<file path="config.mk">
export PLATFORM = sky130hd
export DESIGN_NAME = estagio_busca
export DESIGN_NICKNAME = d
export VERILOG_FILES = /design/src/rtl/estagio_busca_pkg.sv /design/src/rtl/estagio_busca_registrador_if_id.sv /design/src/rtl/estagio_busca.sv
export SDC_FILE = /design/constraint.sdc
export NUM_CORES = 1
export LEC_CHECK = 0
export ABC_CLOCK_PERIOD_IN_PS = 4300
export BUFFER_PORTS_ARGS = -buffer_cell sky130_fd_sc_hd__buf_2
export CAP_MARGIN = 20
export CORE_AREA = 2 2 119 149
export DETAILED_ROUTE_END_ITERATION = 16
export DIE_AREA = 0 0 121 151
export PLACE_DENSITY = 0.81
export SYNTH_ARGS = -nofsm -noshare
export SYNTH_HDL_FRONTEND = slang
export SYNTH_HIERARCHICAL = 1
export SYNTH_SLANG_ARGS = --single-unit
</file>
<file path="constraint.sdc">
create_clock -name clock -period 4.3 [get_ports clock]
set_input_delay 0 -clock clock [delete_from_list [all_inputs] [get_ports clock]]
set_output_delay 0 -clock clock [all_outputs]
set_load 0.01 [all_outputs]
</file>
<file path="src/rtl/estagio_busca_pkg.sv">
// Shared types and constants for the instruction-fetch stage.
package pkg_busca;

    typedef enum logic [1:0] {
        REQ      = 2'd0,
        RETIDO   = 2'd1,
        DESCARTE = 2'd2
    } estado_t;

    localparam logic [31:0] NOP                = 32'h00000000;
    localparam logic [31:0] VETOR_RESET_PADRAO = 32'h00000000;

endpackage

</file>
<file path="src/rtl/estagio_busca_registrador_if_id.sv">
// IF/ID pipeline register: load wins over hold, flush wins over load and only
// clears the valid bit so the held instruction/link data stay observable.
module registrador_if_id
    import pkg_busca::*;
#(
    parameter int LARGURA = 32
) (
    input  logic               clock,
    input  logic               reset,
    input  logic               carrega,
    input  logic               descarta,
    input  logic [LARGURA-1:0] instrucao,
    input  logic [LARGURA-1:0] pc_mais4,
    output logic [LARGURA-1:0] instrucao_id,
    output logic [LARGURA-1:0] pc_mais4_id,
    output logic               valido_id
);

    always_ff @(posedge clock or posedge reset) begin
        if (reset) begin
            instrucao_id <= LARGURA'(NOP);
            pc_mais4_id  <= '0;
            valido_id    <= 1'b0;
        end else if (descarta) begin
            valido_id <= 1'b0;
        end else if (carrega) begin
            instrucao_id <= instrucao;
            pc_mais4_id  <= pc_mais4;
            valido_id    <= 1'b1;
        end
    end

endmodule

</file>
<file path="src/rtl/estagio_busca.sv">
// Instruction-fetch stage: owns the PC, runs the req/ready handshake with
// instruction memory and feeds the IF/ID register consumed by decode.
module estagio_busca
    import pkg_busca::*;
#(
    parameter int                 LARGURA     = 32,
    parameter logic [LARGURA-1:0] VETOR_RESET = LARGURA'(VETOR_RESET_PADRAO)
) (
    input  logic               clock,
    input  logic               reset,
    input  logic               hazard,
    input  logic               redireciona,
    input  logic [LARGURA-1:0] alvo,
    output logic               mem_req,
    output logic [LARGURA-1:0] mem_endereco,
    input  logic               mem_pronto,
    input  logic [LARGURA-1:0] mem_dado,
    output logic [LARGURA-1:0] instrucao_id,
    output logic [LARGURA-1:0] pc_mais4_id,
    output logic               valido_id,
    output logic               erro_alinhamento
);

    estado_t            estado, prox_estado;
    logic [LARGURA-1:0] pc, prox_pc;
    logic [LARGURA-1:0] pc_pendente, prox_pendente;
    logic [LARGURA-1:0] buffer, prox_buffer;
    logic [LARGURA-1:0] pc_mais4, alvo_alinhado, dado_if;
    logic               carrega, descarta;

    assign pc_mais4      = pc + LARGURA'(4);
    assign alvo_alinhado = {alvo[LARGURA-1:2], 2'b00};
    assign mem_req       = !reset && (estado != RETIDO);
    assign mem_endereco  = {pc[LARGURA-1:2], 2'b00};

    // Redirect outranks hazard: a taken branch always flushes the slot.
    always_comb begin
        // NOTE: every output of this block gets a default first, so no path can infer a latch.
        prox_estado   = estado;
        prox_pc       = pc;
        prox_pendente = pc_pendente;
        prox_buffer   = buffer;
        dado_if       = mem_dado;
        carrega       = 1'b0;
        descarta      = 1'b0;

        if (redireciona) begin
            descarta = 1'b1;
            case (estado)
                REQ: begin
                    if (mem_pronto) begin
                        prox_pc = alvo_alinhado;
                    end else begin
                        prox_pendente = alvo_alinhado;
                        prox_estado   = DESCARTE;
                    end
                end
                DESCARTE: begin
                    prox_pendente = alvo_alinhado;
                    if (mem_pronto) begin
                        prox_pc     = alvo_alinhado;
                        prox_estado = REQ;
                    end
                end
                RETIDO: begin
                    prox_buffer = '0;
                    prox_pc     = alvo_alinhado;
                    prox_estado = REQ;
                end
                default: prox_estado = REQ;
            endcase
        end else begin
            case (estado)
                REQ: begin
                    if (mem_pronto) begin
                        if (hazard) begin
                            prox_buffer = mem_dado;
                            prox_estado = RETIDO;
                        end else begin
                            carrega = 1'b1;
                            prox_pc = pc_mais4;
                        end
                    end else if (!hazard) begin
                        descarta = 1'b1;
                    end
                end
                RETIDO: begin
                    if (!hazard) begin
                        carrega     = 1'b1;
                        dado_if     = buffer;
                        prox_pc     = pc_mais4;
                        prox_estado = REQ;
                    end
                end
                DESCARTE: begin
                    // The stale response is swallowed; the real fetch starts at the pending target.
                    if (mem_pronto) begin
                        prox_pc     = pc_pendente;
                        prox_estado = REQ;
                    end
                    if (!hazard) descarta = 1'b1;
                end
                default: prox_estado = REQ;
            endcase
        end
    end

    always_ff @(posedge clock or posedge reset) begin
        if (reset) begin
            estado           <= REQ;
            pc               <= VETOR_RESET;
            pc_pendente      <= '0;
            buffer           <= '0;
            erro_alinhamento <= 1'b0;
        end else begin
            // NOTE: state registers use non-blocking assignments so all of them update from pre-edge values.
            estado           <= prox_estado;
            pc               <= prox_pc;
            pc_pendente      <= prox_pendente;
            buffer           <= prox_buffer;
            erro_alinhamento <= redireciona && (alvo[1:0] != 2'b00);
        end
    end

    registrador_if_id #(
        .LARGURA(LARGURA)
    ) u_if_id (
        .clock       (clock),
        .reset       (reset),
        .carrega     (carrega),
        .descarta    (descarta),
        .instrucao   (dado_if),
        .pc_mais4    (pc_mais4),
        .instrucao_id(instrucao_id),
        .pc_mais4_id (pc_mais4_id),
        .valido_id   (valido_id)
    );

endmodule

</file>
==> out/qor.tcl <==
set qor(design.portCount) 168
set qor(worst_slack_ns) 1.17
set qor(globalplace.congestion) 0.881
set qor(timing.critical_path.from_type) {flip-flop}
set qor(coreArea_sq_um) 16800
set qor(totalWireLength_um) 21400
set qor(fin_nets) 930
set qor(input_output_buffers) 165
set qor(reg2reg_setup_slack_ns) 1.17
set qor(drt.antenna.violating_nets) 0
set qor(multi_input_comb_area_sq_um) 3660
set qor(synth.ff_latch_count) 160
set qor(antenna_cells_inserted) 0
set qor(outcome) {completed}
set qor(switchingPower_uw) 1630
set qor(pwr-share-comb_pct) 27.4
set qor(worst-slew-pin-transition_ns) 0.963
set qor(total_power_consumption_uw) 5190
set qor(synth.avg_cell_area_sq_um) 12.5
set qor(drt_first_iter_violations) 590
set qor(effective_utilization_at_floorplan_pct) 47.4
set qor(cts_tree) {built}
set qor(clock_sinks) 160
set qor(critPathKind) {flip-flop to flip-flop}
set qor(global_route_wire_length_before_repair_um) 32900
set qor(sequential_area_share_after_synthesis_pct) 50.4
set qor(count_of_different_cell_masters_after_synthesis) 54
set qor(first_pass_iters) 6
set qor(layout_min_cycle_time_ns) 3.13
set qor(end_kind) {flip-flop}
set qor(syn2layout_area_growth_pct) 28.4
set qor(final-max-slew-violation-count) 0
set qor(max_clock_freq_mhz) 320
set qor(first_global_vias) 6148
set qor(postCtsSetupRepairBufs) 0
set qor(seqCellArea_sq_um) 4000
set qor(setup_tns_ns) 0
set qor(synth-warning-count) 6
set qor(initial_antenna_violation_count) 0
set qor(leakage_power_total_uw) 0.00466
set qor(post-route-drc-count) 0
set qor(crit_required_ns) 4.61
set qor(dpl.hpwl_um) 14000
set qor(pin_count_of_the_biggest_net_entering_global_routing) 51
set qor(setup_viol_count_final) 0
set qor(synth_enable_flop_cells) 0
set qor(postSynthCellCount) 635
set qor(finalHoldViolations) 0
set qor(mostFrequentLayoutCells) {165 x sky130_fd_sc_hd__buf_2, 160 x sky130_fd_sc_hd__dfrtp_1, 69 x sky130_fd_sc_hd__dlygate4sd3_1}
set qor(clock_tree.htree_level_count) 4
set qor(floorplan.rows) 53
set qor(die_area_sq_um) 18300
set qor(die_h_um) 151
set qor(clkLatencyLatePin_ns) 0.43
set qor(final.period_utilization_pct) 72.7
set qor(drive_above_1_share_pct) 40.4
set qor(global_route.overflow_total) 0
set qor(worstPathMaxFanout) 32
set qor(yosys_most_used_dff) {sky130_fd_sc_hd__dfrtp_1}
set qor(synthesis.area_sq_um) 7950
set qor(cts_inserted_buffers) 17
set qor(via_count) 6224
set qor(chipWidth_um) 121
set qor(holdWs_ns) 0.161
set qor(clockPowerShare_pct) 29.7
set qor(p_int_uw) 3560
set qor(arrival_ns) 3.44
set qor(worstHoldPathType) {primary input to asynchronous set/reset pin}
set qor(timing.clock.skew_ns) 0.00939
set qor(maxCapViolations) 0
set qor(max-clock-path-buffers) 2
set qor(root_buffer) {sky130_fd_sc_hd__clkbuf_16}
set qor(p_per_area_nw_per_um2) 508
set qor(rsz0062_at_grt) {no}
set qor(globalRouteTotalUtil_pct) 23.4
set qor(layout.cells.most_common) {sky130_fd_sc_hd__buf_2}
set qor(detail_route.wl_per_cell_um) 19.5
set qor(vias_per_cell) 5.69
set qor(slew_headroom_pct) 35.4
set qor(placement.setup.worst_slack_ns) 1.25
set qor(worst_setup_hold_path_clk_slew_ns) 0.07
set qor(synthArstFlopShare_pct) 100
set qor(final.fill_count) 1289
set qor(switching_share_pct) 31.4
set qor(share_seq_of_total_power_pct) 42.9
set qor(irDropWorstVdd_uv) 310
-- repair_timing --
action,in CTS,in global routing
hold buffers,69,0
gates resized for setup,0,0
hold endpoints to repair,176,0
-- power groups by stage --
| stage | combinational (uW) | sequential [uW] | clock, uW |
|---|---|---|---|
| finish | 1420 | 2220 | 1540 |
| global route | 1530 | 2270 | 1630 |
| CTS | 1420 | 2220 | 1570 |
| detailed placement | 1370 | 2240 | 0 |
| global placement | 1340 | 2220 | 0 |
| floorplan | 754 | 2290 | 0 |
-- per-stage QoR --
step | utilization, % | cells | cell area [sq um]
global route | 60.8 | 1093 | 10200
floorplan | - | 638 | 7960
global placement | 53.2 | 992 | 8920
detailed placement | 53.2 | 992 | 8920
finish | 60.8 | 1093 | 10200
CTS | 60.8 | 1093 | 10200
-- registers in the layout, indices dropped and copies added, names as in the netlist --
name	flops
erro_alinhamento	1
u_if_id/instrucao_id	32
u_if_id/valido_id	1
estado	2
pc	30
pc_pendente	30
u_if_id/pc_mais4_id	32
buffer	32
-- area by class of cell --
class | instances | area share [%]
multi-input combinational | 426 | 35.8
sequential | 160 | 39.2
timing repair buffer | 248 | 16.1
tap | 220 | 2.70
clock buffer | 17 | 4.17
clock inverter | 15 | 1.64
inverter | 7 | 0.282
-- Yosys cell counts (3+ instances only) --
library cell                  n  share of area (%)
sky130_fd_sc_hd__a21oi_1     20                1.3
sky130_fd_sc_hd__a22o_1      32                3.5
sky130_fd_sc_hd__a2bb2oi_1    7               0.77
sky130_fd_sc_hd__a31oi_1     10               0.79
sky130_fd_sc_hd__and3_1       5               0.39
sky130_fd_sc_hd__and4_1       4               0.44
sky130_fd_sc_hd__buf_12       7                1.8
sky130_fd_sc_hd__buf_2        3               0.19
sky130_fd_sc_hd__buf_4        4               0.38
sky130_fd_sc_hd__clkbuf_1    29                1.4
sky130_fd_sc_hd__dfrtp_1    160                 50
sky130_fd_sc_hd__inv_1        7               0.33
sky130_fd_sc_hd__mux2_2      66                9.3
sky130_fd_sc_hd__mux2_4      60                 11
sky130_fd_sc_hd__mux2i_1      6               0.76
sky130_fd_sc_hd__nand2_1     29                1.4
sky130_fd_sc_hd__nand3_1     19                1.2
sky130_fd_sc_hd__nand4_1      6               0.47
sky130_fd_sc_hd__nor2_1      28                1.3
sky130_fd_sc_hd__nor2b_1      3               0.24
sky130_fd_sc_hd__nor3_1      10               0.63
sky130_fd_sc_hd__o211ai_1     4               0.38
sky130_fd_sc_hd__o21a_1       8               0.76
sky130_fd_sc_hd__o21ai_0     20                1.3
sky130_fd_sc_hd__o221ai_1     3               0.33
sky130_fd_sc_hd__o22a_1       8               0.88
sky130_fd_sc_hd__o22ai_1      3               0.24
sky130_fd_sc_hd__or3_1       14                1.1
sky130_fd_sc_hd__xnor2_1     16                1.8
sky130_fd_sc_hd__xor2_1      12                1.3
-- per-layer routing --
metal,GRT usage (%),vias to the layer above,part of all wire [%]
li1,-,2794,-
met1,29.5,3086,41
met2,38.0,293,49
met3,5.65,51,7.0
met4,10.5,0,3.3
met5,0,-,0
-- cells by family (layout without fill, tap and decap cells) --
| group | count (synthesis) | count (layout) | share of synthesized area [%] |
|---|---|---|---|
| AO/OA/AOI/OAI | 127 | 127 | 11.5 |
| XOR/XNOR | 28 | 28 | 3.08 |
| adder cells (fa/ha/maj) | 1 | 1 | 0.157 |
| buffers and inverters | 52 | 287 | 4.22 |
| flip-flops | 160 | 160 | 50.4 |
| multiplexers | 132 | 132 | 21.4 |
| other | 1 | 4 | 0.0472 |
| AND/OR/NAND/NOR | 134 | 134 | 9.19 |
-- worst max-delay path: stages, from the launching register on --
cell	delay [ns]
sky130_fd_sc_hd__dfrtp_1	0.51
sky130_fd_sc_hd__nor2_1	0.18
sky130_fd_sc_hd__a221oi_4	0.28
sky130_fd_sc_hd__buf_4	0.39
sky130_fd_sc_hd__nand2_1	0.27
sky130_fd_sc_hd__nor2_1	0.32
sky130_fd_sc_hd__nor2b_4	0.23
sky130_fd_sc_hd__buf_4	0.42
sky130_fd_sc_hd__mux2_2	0.39
-- worst paths after layout --
check | cells past startpoint | end | from
worst max-delay path | 8 | u_if_id/pc_mais4_id[25]$_DFFE_PP0P_ | estado[1]$_DFFE_PP0P_
worst min-delay path | 3 | u_if_id/pc_mais4_id[28]$_DFFE_PP0P_ | reset
worst max register to register | 8 | u_if_id/pc_mais4_id[25]$_DFFE_PP0P_ | estado[1]$_DFFE_PP0P_
worst min register to register | 1 | buffer[26]$_DFFE_PP0P_ | buffer[26]$_DFFE_PP0P_
max in group asynchronous | 4 | pc[7]$_DFFE_PP0P_ | reset
min in group clock | 3 | buffer[14]$_DFFE_PP0P_ | mem_dado[14]
Power figures use the tool's default switching activity.
